<file path="src/rtl/ppm_pkg.sv">
// Shared 4-PPM line constants and decoder FSM state type; the encoder uses the same constants.
package ppm_pkg;

  typedef enum logic [1:0] {
    IDLE = 2'd0,
    LEN  = 2'd1,
    DATA = 2'd2
  } ppm_state_e;

  localparam int PPM_SLOTS        = 4;
  localparam int PPM_SYM_PER_BYTE = 4;
  localparam int PPM_LEN_SYMS     = 2;

  localparam logic [3:0] PPM_SYNC_PAT = 4'b1111;

endpackage

</file>
<file path="src/rtl/ppm_sym_demod.sv">
// 4-PPM symbol demodulator: counts slots, latches the pulse position and flags
// symbols that do not carry exactly one pulse. Outputs are valid on the last slot.
module ppm_sym_demod
  import ppm_pkg::*;
(
  input  logic       clk,
  input  logic       rst_n,
  input  logic       en,
  input  logic       din,
  output logic [1:0] sym,
  output logic       sym_done,
  output logic       sym_err
);

  logic [1:0] slot_cnt;
  logic [1:0] hi_cnt;
  logic [1:0] hi_idx;
  logic       last_slot;

  // Decision includes the slot being sampled now, so the symbol resolves on its own last edge.
  always_comb begin
    last_slot = (slot_cnt == 2'(PPM_SLOTS - 1));
    sym_done  = en && last_slot;
    sym_err   = sym_done && !((hi_cnt == 2'd0 && din) || (hi_cnt == 2'd1 && !din));
    sym       = din ? slot_cnt : hi_idx;
  end

  always_ff @(posedge clk or negedge rst_n) begin
    if (!rst_n) begin
      slot_cnt <= '0;
      hi_cnt   <= '0;
      hi_idx   <= '0;
    end else if (!en || last_slot) begin
      slot_cnt <= '0;
      hi_cnt   <= '0;
      hi_idx   <= '0;
    end else begin
      slot_cnt <= slot_cnt + 2'd1;
      if (din) begin
        hi_idx <= slot_cnt;
        if (hi_cnt != 2'd2) hi_cnt <= hi_cnt + 2'd1;
      end
    end
  end

endmodule

</file>
<file path="src/rtl/ppm_decoder.sv">
// 4-PPM frame decoder: sync hunt, length field, payload bytes with valid strobe.
// Optional input synchronizer enabled by defining PPM_DEC_SYNC_EN.
module ppm_decoder
  import ppm_pkg::*;
#(
  parameter int SYNC_LEN = 4
) (
  input  logic       clk,
  input  logic       rst_n,
  input  logic       Din,
  output logic [7:0] Dout,
  output logic       Dvalid,
  output logic [3:0] N,
  output logic       frame_start,
  output logic       frame_done,
  output logic       err,
  output logic [1:0] dbg_state
);

  logic din_s;

`ifdef PPM_DEC_SYNC_EN
  logic [1:0] sync_ff;
  always_ff @(posedge clk or negedge rst_n) begin
    if (!rst_n) sync_ff <= '0;
    else        sync_ff <= {sync_ff[0], Din};
  end
  assign din_s = sync_ff[1];
`else
  assign din_s = Din;
`endif

  ppm_state_e          state;
  logic [SYNC_LEN-2:0] sync_sr;
  logic [SYNC_LEN-1:0] sync_win;
  logic                sync_hit;
  logic [1:0]          sym_cnt;
  logic [3:0]          byte_cnt;
  logic [5:0]          acc;
  logic [1:0]          sym;
  logic                sym_done;
  logic                sym_err;
  logic [3:0]          len_val;

  assign dbg_state = state;

  ppm_sym_demod u_demod (
    .clk      (clk),
    .rst_n    (rst_n),
    .en       (state != IDLE),
    .din      (din_s),
    .sym      (sym),
    .sym_done (sym_done),
    .sym_err  (sym_err)
  );

  always_comb begin
    sync_win = {sync_sr, din_s};
    sync_hit = (sync_win == SYNC_LEN'(PPM_SYNC_PAT));
    len_val  = {acc[1:0], sym};
  end

  // sync_sr only shifts in IDLE and is zeroed on leaving it, so each hunt starts empty.
  always_ff @(posedge clk or negedge rst_n) begin
    if (!rst_n) begin
      state       <= IDLE;
      sync_sr     <= '0;
      sym_cnt     <= '0;
      byte_cnt    <= '0;
      acc         <= '0;
      Dout        <= '0;
      Dvalid      <= 1'b0;
      N           <= '0;
      frame_start <= 1'b0;
      frame_done  <= 1'b0;
      err         <= 1'b0;
    end else begin
      Dvalid      <= 1'b0;
      frame_start <= 1'b0;
      frame_done  <= 1'b0;
      err         <= 1'b0;
      case (state)
        IDLE: begin
          if (sync_hit) begin
            state       <= LEN;
            frame_start <= 1'b1;
            sync_sr     <= '0;
            sym_cnt     <= '0;
            byte_cnt    <= '0;
            acc         <= '0;
          end else begin
            sync_sr <= sync_win[SYNC_LEN-2:0];
          end
        end
        LEN: begin
          if (sym_done) begin
            if (sym_err) begin
              err     <= 1'b1;
              sym_cnt <= '0;
              state   <= IDLE;
            end else if (sym_cnt == 2'(PPM_LEN_SYMS - 1)) begin
              N        <= len_val;
              byte_cnt <= len_val;
              sym_cnt  <= '0;
              if (len_val == 4'd0) begin
                frame_done <= 1'b1;
                state      <= IDLE;
              end else begin
                state <= DATA;
              end
            end else begin
              acc     <= {acc[3:0], sym};
              sym_cnt <= sym_cnt + 2'd1;
            end
          end
        end
        DATA: begin
          if (sym_done) begin
            if (sym_err) begin
              err     <= 1'b1;
              sym_cnt <= '0;
              state   <= IDLE;
            end else if (sym_cnt == 2'(PPM_SYM_PER_BYTE - 1)) begin
              Dout     <= {acc, sym};
              Dvalid   <= 1'b1;
              byte_cnt <= byte_cnt - 4'd1;
              sym_cnt  <= '0;
              if (byte_cnt == 4'd1) begin
                frame_done <= 1'b1;
                state      <= IDLE;
              end
            end else begin
              acc     <= {acc[3:0], sym};
              sym_cnt <= sym_cnt + 2'd1;
            end
          end
        end
        default: state <= IDLE;
      endcase
    end
  end

endmodule

</file>
<file path="config.mk">
export PLATFORM = sky130hd
export DESIGN_NAME = ppm_decoder
export DESIGN_NICKNAME = d
export VERILOG_FILES = /design/src/rtl/ppm_pkg.sv /design/src/rtl/ppm_sym_demod.sv /design/src/rtl/ppm_decoder.sv
export SDC_FILE = /design/constraint.sdc
export NUM_CORES = 1
export LEC_CHECK = 0
export ABC_AREA = 0
export CORE_MARGIN = 2
export CORE_UTILIZATION = 30
export DETAILED_ROUTE_END_ITERATION = 12
export GPL_ROUTABILITY_DRIVEN = 1
export HOLD_SLACK_MARGIN = 0.03
export PLACE_DENSITY_LB_ADDON = 0.1
export SYNTH_ARGS = -nofsm -noshare
export SYNTH_HDL_FRONTEND = slang
export SYNTH_HIERARCHICAL = 1
export SYNTH_SLANG_ARGS = --single-unit
</file>
<file path="constraint.sdc">
create_clock -name clk -period 2.3 [get_ports clk]
set_clock_uncertainty 0.2 [all_clocks]
set_input_delay 0.575 -clock clk [delete_from_list [all_inputs] [get_ports clk]]
set_output_delay 0.575 -clock clk [all_outputs]
set_load 0.02 [all_outputs]
</file>
==> impl_metrics.env <==
export IMPL_status="finished clean"
export IMPL_synth_area_leaders="dfrtp_1, ha_1, mux2_2"
export IMPL_switchingPower_mw=1.088
export IMPL_syn_area_um2=2038
export IMPL_num_fill_cells=656
export IMPL_die_x_um=86.43
export IMPL_h_tree_depth=2
export IMPL_port_buffers=20
export IMPL_maxCapViolCount=0
export IMPL_yosysTopAreaCell="dfrtp_1"
export IMPL_layout_min_cycle_time_ps=2211
export IMPL_layout_drive_gt1_share_pct=29.78
export IMPL_criticalPathCategory="flop to flop"
export IMPL_drc=0
export IMPL_synth_cell_types=40
export IMPL_arrival_ps=2190
export IMPL_finalPower_mw=2.849
export IMPL_hold_violations=0
export IMPL_start_util_pct=30.51
export IMPL_ant_nets=0
export IMPL_rsz0062_at_grt="false"
export IMPL_core_area_um2=6681
export IMPL_slowest_delay_ps=450
export IMPL_die_h_um=86.43
export IMPL_finalSetupViolations=0
export IMPL_holdWs_ps=47.34
export IMPL_synthToLayoutAreaGrowth_pct=28.54
export IMPL_syn_avg_cell_area_um2=11.52
export IMPL_path_max_fanout=5
export IMPL_switching_share_pct=38.18
export IMPL_seq_area_um2=978.4
export IMPL_crit_chain="inv_4 -> ha_4 -> inv_2 -> and2_4 -> and2_4 -> nand2b_4 -> a221oi_4 -> buf_6 -> nand2_4 -> mux2_4"
export IMPL_cts_buffers=5
export IMPL_dp_slack_ps=-404.3
export IMPL_power_density_nw_per_um2=1087
export IMPL_tightest_slew_ps=400.7
export IMPL_dp_hpwl_um=3101
export IMPL_dieArea_um2=7469
export IMPL_cts_tree="done"
export IMPL_syn_instance_count=177
export IMPL_slew_headroom_pct=73.29
export IMPL_antenna_cells=0
export IMPL_seqPwrFrac_pct=33.7
export IMPL_rows=30
export IMPL_cts_buffer_depth=2
export IMPL_fmax_mhz=452.2
export IMPL_clkPwrFrac_pct=16.2
export IMPL_ir_worst_vdd_mv=0.6173
export IMPL_cpMaxStageDelayCell="dfrtp_2"
export IMPL_instances_no_fill=305
export IMPL_endpoint_kind="flop"
export IMPL_first_iter_violations=38
export IMPL_dp_cells=295
export IMPL_worst_slack_ps=88.57
export IMPL_slew_violations=0
export IMPL_final_nets=242
export IMPL_ys_seq_area_share_pct=47.88
export IMPL_clk_insertion_delay_late_ps=290
export IMPL_ys_warn_count=6
export IMPL_antenna_found_initial=0
export IMPL_p_int_mw=1.761
export IMPL_first_pass_iters=6
export IMPL_via_per_inst=4.702
export IMPL_hold_class="input port to async pin"
export IMPL_required_ps=2280
export IMPL_grt_first_pass_wirelength_um=7203
export IMPL_p_leak_nw=1.228
export IMPL_grt_overflow=0
export IMPL_grt_usage_pct=12.60
export IMPL_synth_top_area_share_pct=47.88
export IMPL_vias=1434
export IMPL_ys_ff_latch=39
export IMPL_comb_power_share_pct=50.1
export IMPL_grt_max_degree=40
export IMPL_cts_sinks=39
export IMPL_post_drt_wl_per_cell_um=13.85
export IMPL_drt_wl_total_um=4225
export IMPL_period_share_pct=96.15
export IMPL_setup_tns_ps=0
export IMPL_first_global_vias=1517
export IMPL_multiInputGateArea_um2=1001
export IMPL_start_kind="flop"
export IMPL_ios=21
export IMPL_synth_net_count=195
export IMPL_cts_reportedPaths_clkPinSlew_ps=80
export IMPL_gp_congestion=0.7644
export IMPL_cp_common_cell="and2_4"
export IMPL_cts_root_buffer="clkbuf_8"
==> metal layers <==
| metal | share of wire, % | up-vias | GRT usage [%] |
|---|---|---|---|
| li1 | - | 690 | - |
| met4 | 2.3 | 0 | 4.830 |
| met5 | 0 | - | 0 |
| met3 | 3.3 | 10 | 3.333 |
| met1 | 47 | 704 | 16.03 |
| met2 | 48 | 30 | 20.49 |
==> cell usage after synthesis <==
cell type,n
nand2b_4,1
nand4b_1,2
xnor2_1,1
mux2_4,3
and2_1,6
nand3_1,1
a221oi_4,1
o2bb2ai_1,1
or3b_2,1
nand2_4,1
nand2b_2,1
buf_4,1
or2b_1,1
mux2i_1,9
o22ai_1,1
or2_4,1
and3_1,1
nand2b_1,5
nor3_1,3
a21bo_2,2
dfrtp_1,39
a2111oi_4,1
nand4_1,3
nor4_1,1
o211ai_1,1
a21oi_2,1
nor2_1,5
nand2_1,18
nand2_2,1
buf_6,1
mux2_2,10
a21oi_1,2
nor2b_4,2
ha_1,15
a22oi_1,2
a22o_1,3
nor2b_1,3
inv_1,16
clkbuf_1,2
o21ai_0,8
==> metrics by stage <==
| step | util, % | cell area (µm²) |
|---|---|---|
| floorplan | - | 2066 |
| global placement | 37.60 | 2512 |
| detailed placement | 37.60 | 2512 |
| CTS | 38.86 | 2596 |
| global route | 39.21 | 2620 |
| finish | 39.21 | 2620 |
==> power by group through the flow <==
stage                     clock (mW)  sequential (mW)  combinational [mW]
after detailed placement           0            0.969                1.41
after CTS                      0.481            0.955                1.41
after floorplan                    0            0.970               0.946
after global routing           0.517            0.981                1.58
final                          0.462            0.960                1.43
after global placement             0            0.960                1.38
==> placed cells by master, fill, tap and decap left out, types with 2 or more instances in the layout <==
| master | Yosys | final |
|---|---|---|
| a21bo_2 | 2 | 2 |
| a21oi_1 | 2 | 2 |
| a22o_1 | 3 | 3 |
| a22oi_1 | 2 | 2 |
| and2_1 | 6 | 4 |
| and2_4 | 0 | 2 |
| buf_4 | 1 | 22 |
| clkbuf_8 | 0 | 5 |
| clkdlybuf4s50_1 | 0 | 18 |
| dfrtp_1 | 39 | 37 |
| dfrtp_2 | 0 | 2 |
| ha_1 | 15 | 14 |
| inv_1 | 16 | 13 |
| inv_4 | 0 | 2 |
| mux2_2 | 10 | 10 |
| mux2_4 | 3 | 3 |
| mux2i_1 | 9 | 9 |
| nand2_1 | 18 | 18 |
| nand2b_1 | 5 | 4 |
| nand2b_4 | 1 | 2 |
| nand4_1 | 3 | 3 |
| nand4b_1 | 2 | 2 |
| nor2_1 | 5 | 5 |
| nor2b_1 | 3 | 3 |
| nor2b_4 | 2 | 2 |
| nor3_1 | 3 | 3 |
| o21ai_0 | 8 | 8 |
==> cells by family after synthesis <==
logic type               share of synthesized area (%)
AND/OR/NAND/NOR                                  16.45
flip-flops                                       47.88
AO/OA/AOI/OAI                                    9.639
multiplexers                                     12.15
buffers and inverters                            4.236
adder cells (fa/ha/maj)                          9.208
XOR/XNOR                                        0.4298
==> worst max-delay path: cells and delay by family, from the launching register on <==
family | cells | cell delay (ps)
buffers and inverters | 3 | 270
AO/OA/AOI/OAI | 1 | 270
adder cells (fa/ha/maj) | 1 | 130
flip-flops | 1 | 450
AND/OR/NAND/NOR | 4 | 470
multiplexers | 1 | 310
==> registers in the layout (all words and copies together) (netlist names) <==
| signal | count |
|---|---|
| Dout | 8 |
| u_demod/hi_idx | 2 |
| dbg_state | 2 |
| u_demod/hi_cnt | 2 |
| acc | 6 |
| byte_cnt | 4 |
| sync_sr | 3 |
| Dvalid | 1 |
| err | 1 |
| sym_cnt | 2 |
| frame_done | 1 |
| frame_start | 1 |
| u_demod/slot_cnt | 2 |
| N | 4 |
==> cell type report <==
| class | instances | share of cell area [%] |
|---|---|---|
| Clock buffer | 6 | 2.770 |
| Clock inverter | 2 | 0.4776 |
| Inverter | 16 | 2.483 |
| Multi-Input combinational cell | 118 | 38.20 |
| Sequential cell | 39 | 37.34 |
| Tap cell | 80 | 3.820 |
| Timing Repair Buffer | 44 | 14.90 |
==> repair_timing <==
item / 4_1_cts / 5_1_grt
pin swaps: 0 / 2
resized for setup: 1 / 3
hold buffers: 0 / 0
buffers inserted: 0 / 2
endpoints found under the setup margin: 13 / 8
==> path summary, 6_finish.rpt <==
check	startpoint	endpoint	slack (ps)	cells past startpoint
worst min-delay path	rst_n	acc[5]	50	2
min in group clk	u_demod/slot_cnt[0]	u_demod/slot_cnt[0]	270	1
worst max register to register	dbg_state[1]	acc[3]	90	10
worst max-delay path	dbg_state[1]	acc[3]	90	10
worst min register to register	u_demod/slot_cnt[0]	u_demod/slot_cnt[0]	270	1
max in group asynchronous	rst_n	dbg_state[1]	1650	2
Power figures use the tool's default switching activity.
